### src/rtl/vga_draw_sched.sv
// vga_draw_sched: runs a selected set of VGA plot engines one at a time,
// lowest index first, and funnels the active engine's pixel stream onto a
// single registered framebuffer write port.
// Optional watchdog: define VGA_SCHED_WDOG_EN to bound each engine's run to
// MAX_CYC RUN cycles and flag offenders in err.
module vga_draw_sched #(
  parameter int N_ENG   = 4,
  parameter int IDX_W   = 2,
  parameter int XW      = 8,
  parameter int YW      = 8,
  parameter int CW      = 12,
  parameter int MAX_CYC = 65535
) (
  input  logic                clk,
  input  logic                reset,
  input  logic                start,
  input  logic [N_ENG-1:0]    eng_mask,
  output logic [N_ENG-1:0]    eng_enable,
  output logic [N_ENG-1:0]    eng_reset,
  input  logic [N_ENG-1:0]    eng_finished,
  input  logic [N_ENG*XW-1:0] eng_x,
  input  logic [N_ENG*YW-1:0] eng_y,
  input  logic [N_ENG*CW-1:0] eng_color,
  output logic                fb_we,
  output logic [XW-1:0]       fb_x,
  output logic [YW-1:0]       fb_y,
  output logic [CW-1:0]       fb_color,
  output logic [IDX_W-1:0]    cur_eng,
  output logic                busy,
  output logic                done,
  output logic [N_ENG-1:0]    err
);

  typedef enum logic [2:0] {
    S_IDLE,
    S_SELECT,
    S_RUN,
    S_GAP,
    S_DONE
  } state_t;

  state_t             state_q;
  logic [N_ENG-1:0]   pend_q;
  logic [N_ENG-1:0]   en_q;
  logic [N_ENG-1:0]   rst_q;
  logic               we_q;
  logic [XW-1:0]      x_q;
  logic [YW-1:0]      y_q;
  logic [CW-1:0]      col_q;
  logic [IDX_W-1:0]   cur_q;
  logic               busy_q;
  logic               done_q;

  // Lowest-index engine still waiting in a mask (0 when mask is empty).
  function automatic logic [IDX_W-1:0] low_idx(input logic [N_ENG-1:0] m);
    logic [IDX_W-1:0] r;
    r = '0;
    for (int i = N_ENG - 1; i >= 0; i--) begin
      if (m[i]) r = IDX_W'(i);
    end
    return r;
  endfunction

  function automatic logic [N_ENG-1:0] onehot(input logic [IDX_W-1:0] idx);
    return N_ENG'(1) << idx;
  endfunction

  // Signals of the engine currently being serviced.
  logic          sel_fin;
  logic [XW-1:0] sel_x;
  logic [YW-1:0] sel_y;
  logic [CW-1:0] sel_col;

  assign sel_fin = eng_finished[cur_q];
  assign sel_x   = eng_x[cur_q*XW +: XW];
  assign sel_y   = eng_y[cur_q*YW +: YW];
  assign sel_col = eng_color[cur_q*CW +: CW];

`ifdef VGA_SCHED_WDOG_EN
  localparam int CNT_W = $clog2(MAX_CYC + 1);
  logic [CNT_W-1:0] cnt_q;
  logic [N_ENG-1:0] err_q;
  logic             tmo;

  // Timeout fires on the MAX_CYC-th RUN cycle of the current engine.
  assign tmo = (cnt_q == CNT_W'(MAX_CYC - 1));
  assign err = err_q;
`else
  logic tmo;

  assign tmo = 1'b0;
  assign err = '0;
`endif

  // Pass sequencer: every output is registered here, strobes default low.
  always_ff @(posedge clk) begin
    if (reset) begin
      state_q <= S_IDLE;
      pend_q  <= '0;
      en_q    <= '0;
      rst_q   <= '0;
      we_q    <= 1'b0;
      x_q     <= '0;
      y_q     <= '0;
      col_q   <= '0;
      cur_q   <= '0;
      busy_q  <= 1'b0;
      done_q  <= 1'b0;
`ifdef VGA_SCHED_WDOG_EN
      cnt_q   <= '0;
      err_q   <= '0;
`endif
    end else begin
      rst_q  <= '0;
      we_q   <= 1'b0;
      done_q <= 1'b0;
      case (state_q)
        S_IDLE: begin
          if (start) begin
            busy_q <= 1'b1;
            if (eng_mask != '0) begin
              pend_q  <= eng_mask;
              // Restart pulse is issued during the SELECT cycle itself.
              rst_q   <= onehot(low_idx(eng_mask));
              state_q <= S_SELECT;
            end else begin
              done_q  <= 1'b1;
              state_q <= S_DONE;
            end
          end
        end
        S_SELECT: begin
          cur_q   <= low_idx(pend_q);
          en_q    <= onehot(low_idx(pend_q));
          state_q <= S_RUN;
`ifdef VGA_SCHED_WDOG_EN
          cnt_q   <= '0;
`endif
        end
        S_RUN: begin
          if (sel_fin || tmo) begin
            pend_q[cur_q] <= 1'b0;
            en_q          <= '0;
            state_q       <= S_GAP;
`ifdef VGA_SCHED_WDOG_EN
            if (!sel_fin) err_q[cur_q] <= 1'b1;
`endif
          end else begin
            we_q  <= 1'b1;
            x_q   <= sel_x;
            y_q   <= sel_y;
            col_q <= sel_col;
`ifdef VGA_SCHED_WDOG_EN
            cnt_q <= cnt_q + CNT_W'(1);
`endif
          end
        end
        S_GAP: begin
          if (pend_q != '0) begin
            rst_q   <= onehot(low_idx(pend_q));
            state_q <= S_SELECT;
          end else begin
            done_q  <= 1'b1;
            state_q <= S_DONE;
          end
        end
        S_DONE: begin
          busy_q  <= 1'b0;
          state_q <= S_IDLE;
        end
        default: state_q <= S_IDLE;
      endcase
    end
  end

  assign eng_enable = en_q;
  assign eng_reset  = rst_q;
  assign fb_we      = we_q;
  assign fb_x       = x_q;
  assign fb_y       = y_q;
  assign fb_color   = col_q;
  assign cur_eng    = cur_q;
  assign busy       = busy_q;
  assign done       = done_q;

endmodule

### config.mk
export PLATFORM = sky130hd
export DESIGN_NAME = vga_draw_sched
export DESIGN_NICKNAME = d
export VERILOG_FILES = /design/src/rtl/vga_draw_sched.sv
export SDC_FILE = /design/constraint.sdc
export NUM_CORES = 1
export LEC_CHECK = 0
export BUFFER_PORTS_ARGS = -buffer_cell sky130_fd_sc_hd__buf_4
export CAP_MARGIN = 20
export CORE_UTILIZATION = 46
export DETAILED_ROUTE_END_ITERATION = 7
export MAX_ROUTING_LAYER = met4
export PLACE_DENSITY = 0.86
export SLEW_MARGIN = 20
export SYNTH_ARGS = -nofsm -noshare
export SYNTH_HDL_FRONTEND = slang
export SYNTH_SLANG_ARGS = --single-unit
### constraint.sdc
create_clock -name clk -period 5.1 [get_ports clk]
set_input_delay 0.765 -clock clk [delete_from_list [all_inputs] [get_ports clk]]
set_output_delay 0.765 -clock clk [all_outputs]
set_load 0.005 [all_outputs]
==> impl_results.md <==
* Status: completed
* Core Footprint at 5270 sq um
* Vias in the first global route at 2667
* Sequential area share after synthesis at 37.1%
* Synth Warn # at 0
* Mapped cell area at 2590 sq um
* Top FF cell, synth: dfxtp_1
* Final wirelength at 8600 um
* Async S/R FF share, synth at 0%
* Final ANT Viol Nets at 0
* CP Launch Type: primary input
* Vias per cell at 5.56
* Global placer's final weighted congestion at 0.891
* DR vias at 2735
* FF-to-FF End: fb_color[2]$_SDFFE_PP0N_
* Hold Path Depth at 2
* CTS Buf Count at 5
* Hold path start: fb_y[6]$_SDFFE_PP0N_
* Worst Setup Path Type: primary input to flip-flop
* Critical path data required time at 5.33 ns
* Total Nets Final at 544
* Hold Path Class: flip-flop to flip-flop
* Mapped Cells at 270
* # Max-Cap Violations at 0
* RR Startpoint: cur_eng[0]$_SDFFE_PP0P_
* Top cells by area, synth: dfxtp_1 37%, mux4_2 25%, nand2_1 8.5%, a21oi_1 7.3%, nor2_1 2.3%
* Post-synth EDFFs at 0
* Worst reg2reg path depth at 4
* First-pass GRT wire length at 13500 um
* # DRC at 0
* Grt total ovfl at 0
* TNS Setup at 0 ns
* Hpwl dp at 6670 um
* Rel. slew slack at 36.1%
* Port bufs at 163
* Most common library cells after synthesis: 59 x nand2_1, 48 x dfxtp_1, 38 x a21oi_1
* Initial antenna violation count at 0
* Hold buffer count at CTS at 0
* R2R Setup Slk at 2.87 ns
* Clock sink count at 48
* Leak pwr at 1.65 nW
* Minimum clock period at 2.39 ns
* Drt initial violations at 257
* Max Root-Sink Buffers at 2
* Starting Density at 49.2%
* Final setup viols at 0
* Drt pass-1 iters at 4
* Worst VDD drop at 142 uV
* I/O pin total at 168
* Worst-path maximum fanout at 28
* Clock latency on the worst-skew pair at 0.30 ns
* Gr usage total at 29.9%
* DR WL/cell at 17.5 um
* Htree depth at 2
* Most common cell in the synthesized netlist: nand2_1
* Skew final at 0.00896 ns
* Grt met2 use at 52.2%
* Final period utilization at 46.9%
* Synthesized flop and latch total at 48
* RSZ-0062 raised after global routing: no
* Area growth syn-to-layout at 50.6%
* Hold EP: fb_y[6]$_SDFFE_PP0N_
* Die width at 77.1 um
* Post-synth top area cell: dfxtp_1
* Layout cells sized above 1 at 48.8%
* Root buffer cell: clkbuf_8
* Final core area utilization at 74.1%
* Post-synth top area share at 37.1%
* Clk slew on worst S/H paths at 0.09 ns
* Largest net degree at the start of global routing at 44
* Syn_area_per_cell at 9.60 sq um
* CTS tree: done
* Die height at 77.1 um
* Met3 usage at 7.38%
* Post-CTS Resized at 0
* WP data arrival at 2.62 ns
* GR peak layer: met2
* PD cells at 247 nW/um^2
* Setup bufs post-CTS at 0
* Diodes inserted at 0
* Final Hold Violating Endpoints at 0
* Max Slew Vio Count at 0
* Met1 Use GR at 34.2%
* DIE AREA at 5940 sq um
* Crit path capture type: flip-flop
* Max Clk Rate at 418 MHz
* Row Count at 26
* Worst-Margin Slew at 0.956 ns
* Synth cell types at 36
==> registers in the layout, summed over array words and instances (netlist names) <==
register and cells:
pend_q 4, busy 1, state_q 3, cur_eng 2, eng_reset 4, done 1
eng_enable 4, fb_x 8, fb_y 8, fb_we 1, fb_color 12
==> power breakdown <==
group	internal [mW]	switching (mW)	leakage [nW]
sequential	0.399	0.0226	0.390
clock	0.145	0.126	0.0541
combinational	0.155	0.118	1.21
==> layout by cell type (no fill, tap or decap) <==
master / count
a211o_1: 2
a211oi_1: 1
a21o_1: 1
a21oi_1: 38
a221oi_1: 1
a22o_1: 1
a22oi_1: 5
a32o_1: 2
a32oi_1: 2
and2_1: 1
and3_1: 1
and3b_1: 1
buf_4: 165
bufinv_16: 1
clkbuf_8: 5
clkinv_2: 1
clkinvlp_4: 1
conb_1: 4
dfxtp_1: 47
dfxtp_2: 1
inv_1: 7
mux4_2: 29
nand2_1: 59
nand2b_1: 2
nand3_1: 2
nand3b_1: 1
nor2_1: 16
nor2b_1: 5
nor3_1: 3
nor3_4: 1
nor3b_1: 1
o21ai_0: 9
o2bb2ai_1: 2
or2_2: 1
or3_1: 1
or4_1: 1
or4b_2: 1
==> per-layer routing <==
metal | vias to the layer above | part of all wire (%)
met2 | 151 | 52
met1 | 1296 | 36
li1 | 1270 | -
met3 | 18 | 9.4
met4 | 0 | 2.1
met5 | - | 0
==> metrics by stage <==
stage	hold WS, ns	cell area (sq um)	setup slack [ns]	instances	total power, mW
after floorplan	0.453	2600	2.92	273	0.576
after global placement	0.443	3790	2.50	484	0.694
after detailed placement	0.448	3790	2.39	484	0.700
after CTS	0.461	3910	2.71	492	0.969
after global routing	0.482	3910	2.64	492	1.02
final	0.460	3910	2.71	492	0.966
==> kinds of logic after synthesis <==
kind of cell           Yosys count  synth area share [%]
DFF                             48                  37.1
buffers and inverters           31                  6.32
and+or+nand+nor                 97                  16.7
AOI/OAI and AO/OA               64                  14.6
muxes                           29                  25.2
other                            1                 0.145
==> how the worst max path moves through the flow <==
stage                     from                  endpoint  slack, ns  cells past startpoint
3_5_place_dp   eng_finished[3]  fb_color[2]$_SDFFE_PP0N_       2.39                      5
2_1_floorplan  eng_finished[3]  fb_color[0]$_SDFFE_PP0N_       2.92                      6
5_1_grt        eng_finished[3]      fb_x[7]$_SDFFE_PP0N_       2.64                      5
6_report       eng_finished[3]  fb_color[2]$_SDFFE_PP0N_       2.71                      5
3_3_place_gp   eng_finished[3]      fb_y[1]$_SDFFE_PP0N_       2.50                      5
4_1_cts        eng_finished[3]  fb_color[2]$_SDFFE_PP0N_       2.71                      5
==> critical path, stage by stage <==
cell and delay (ns):
buf_4 0.11, mux4_2 0.56, nor3_4 0.81, nand2_1 0.17, a21oi_1 0.20
==> layout make-up <==
type                       count  area (sq um)
inverter                       7          26.3
clock inverter                 3          42.5
timing repair buffer         165          1240
sequential                    48           962
clock buffer                   5          68.8
fill                         397          1370
multi-input combinational    194          1480
tap                           70          87.6
Power figures use the tool's default switching activity.
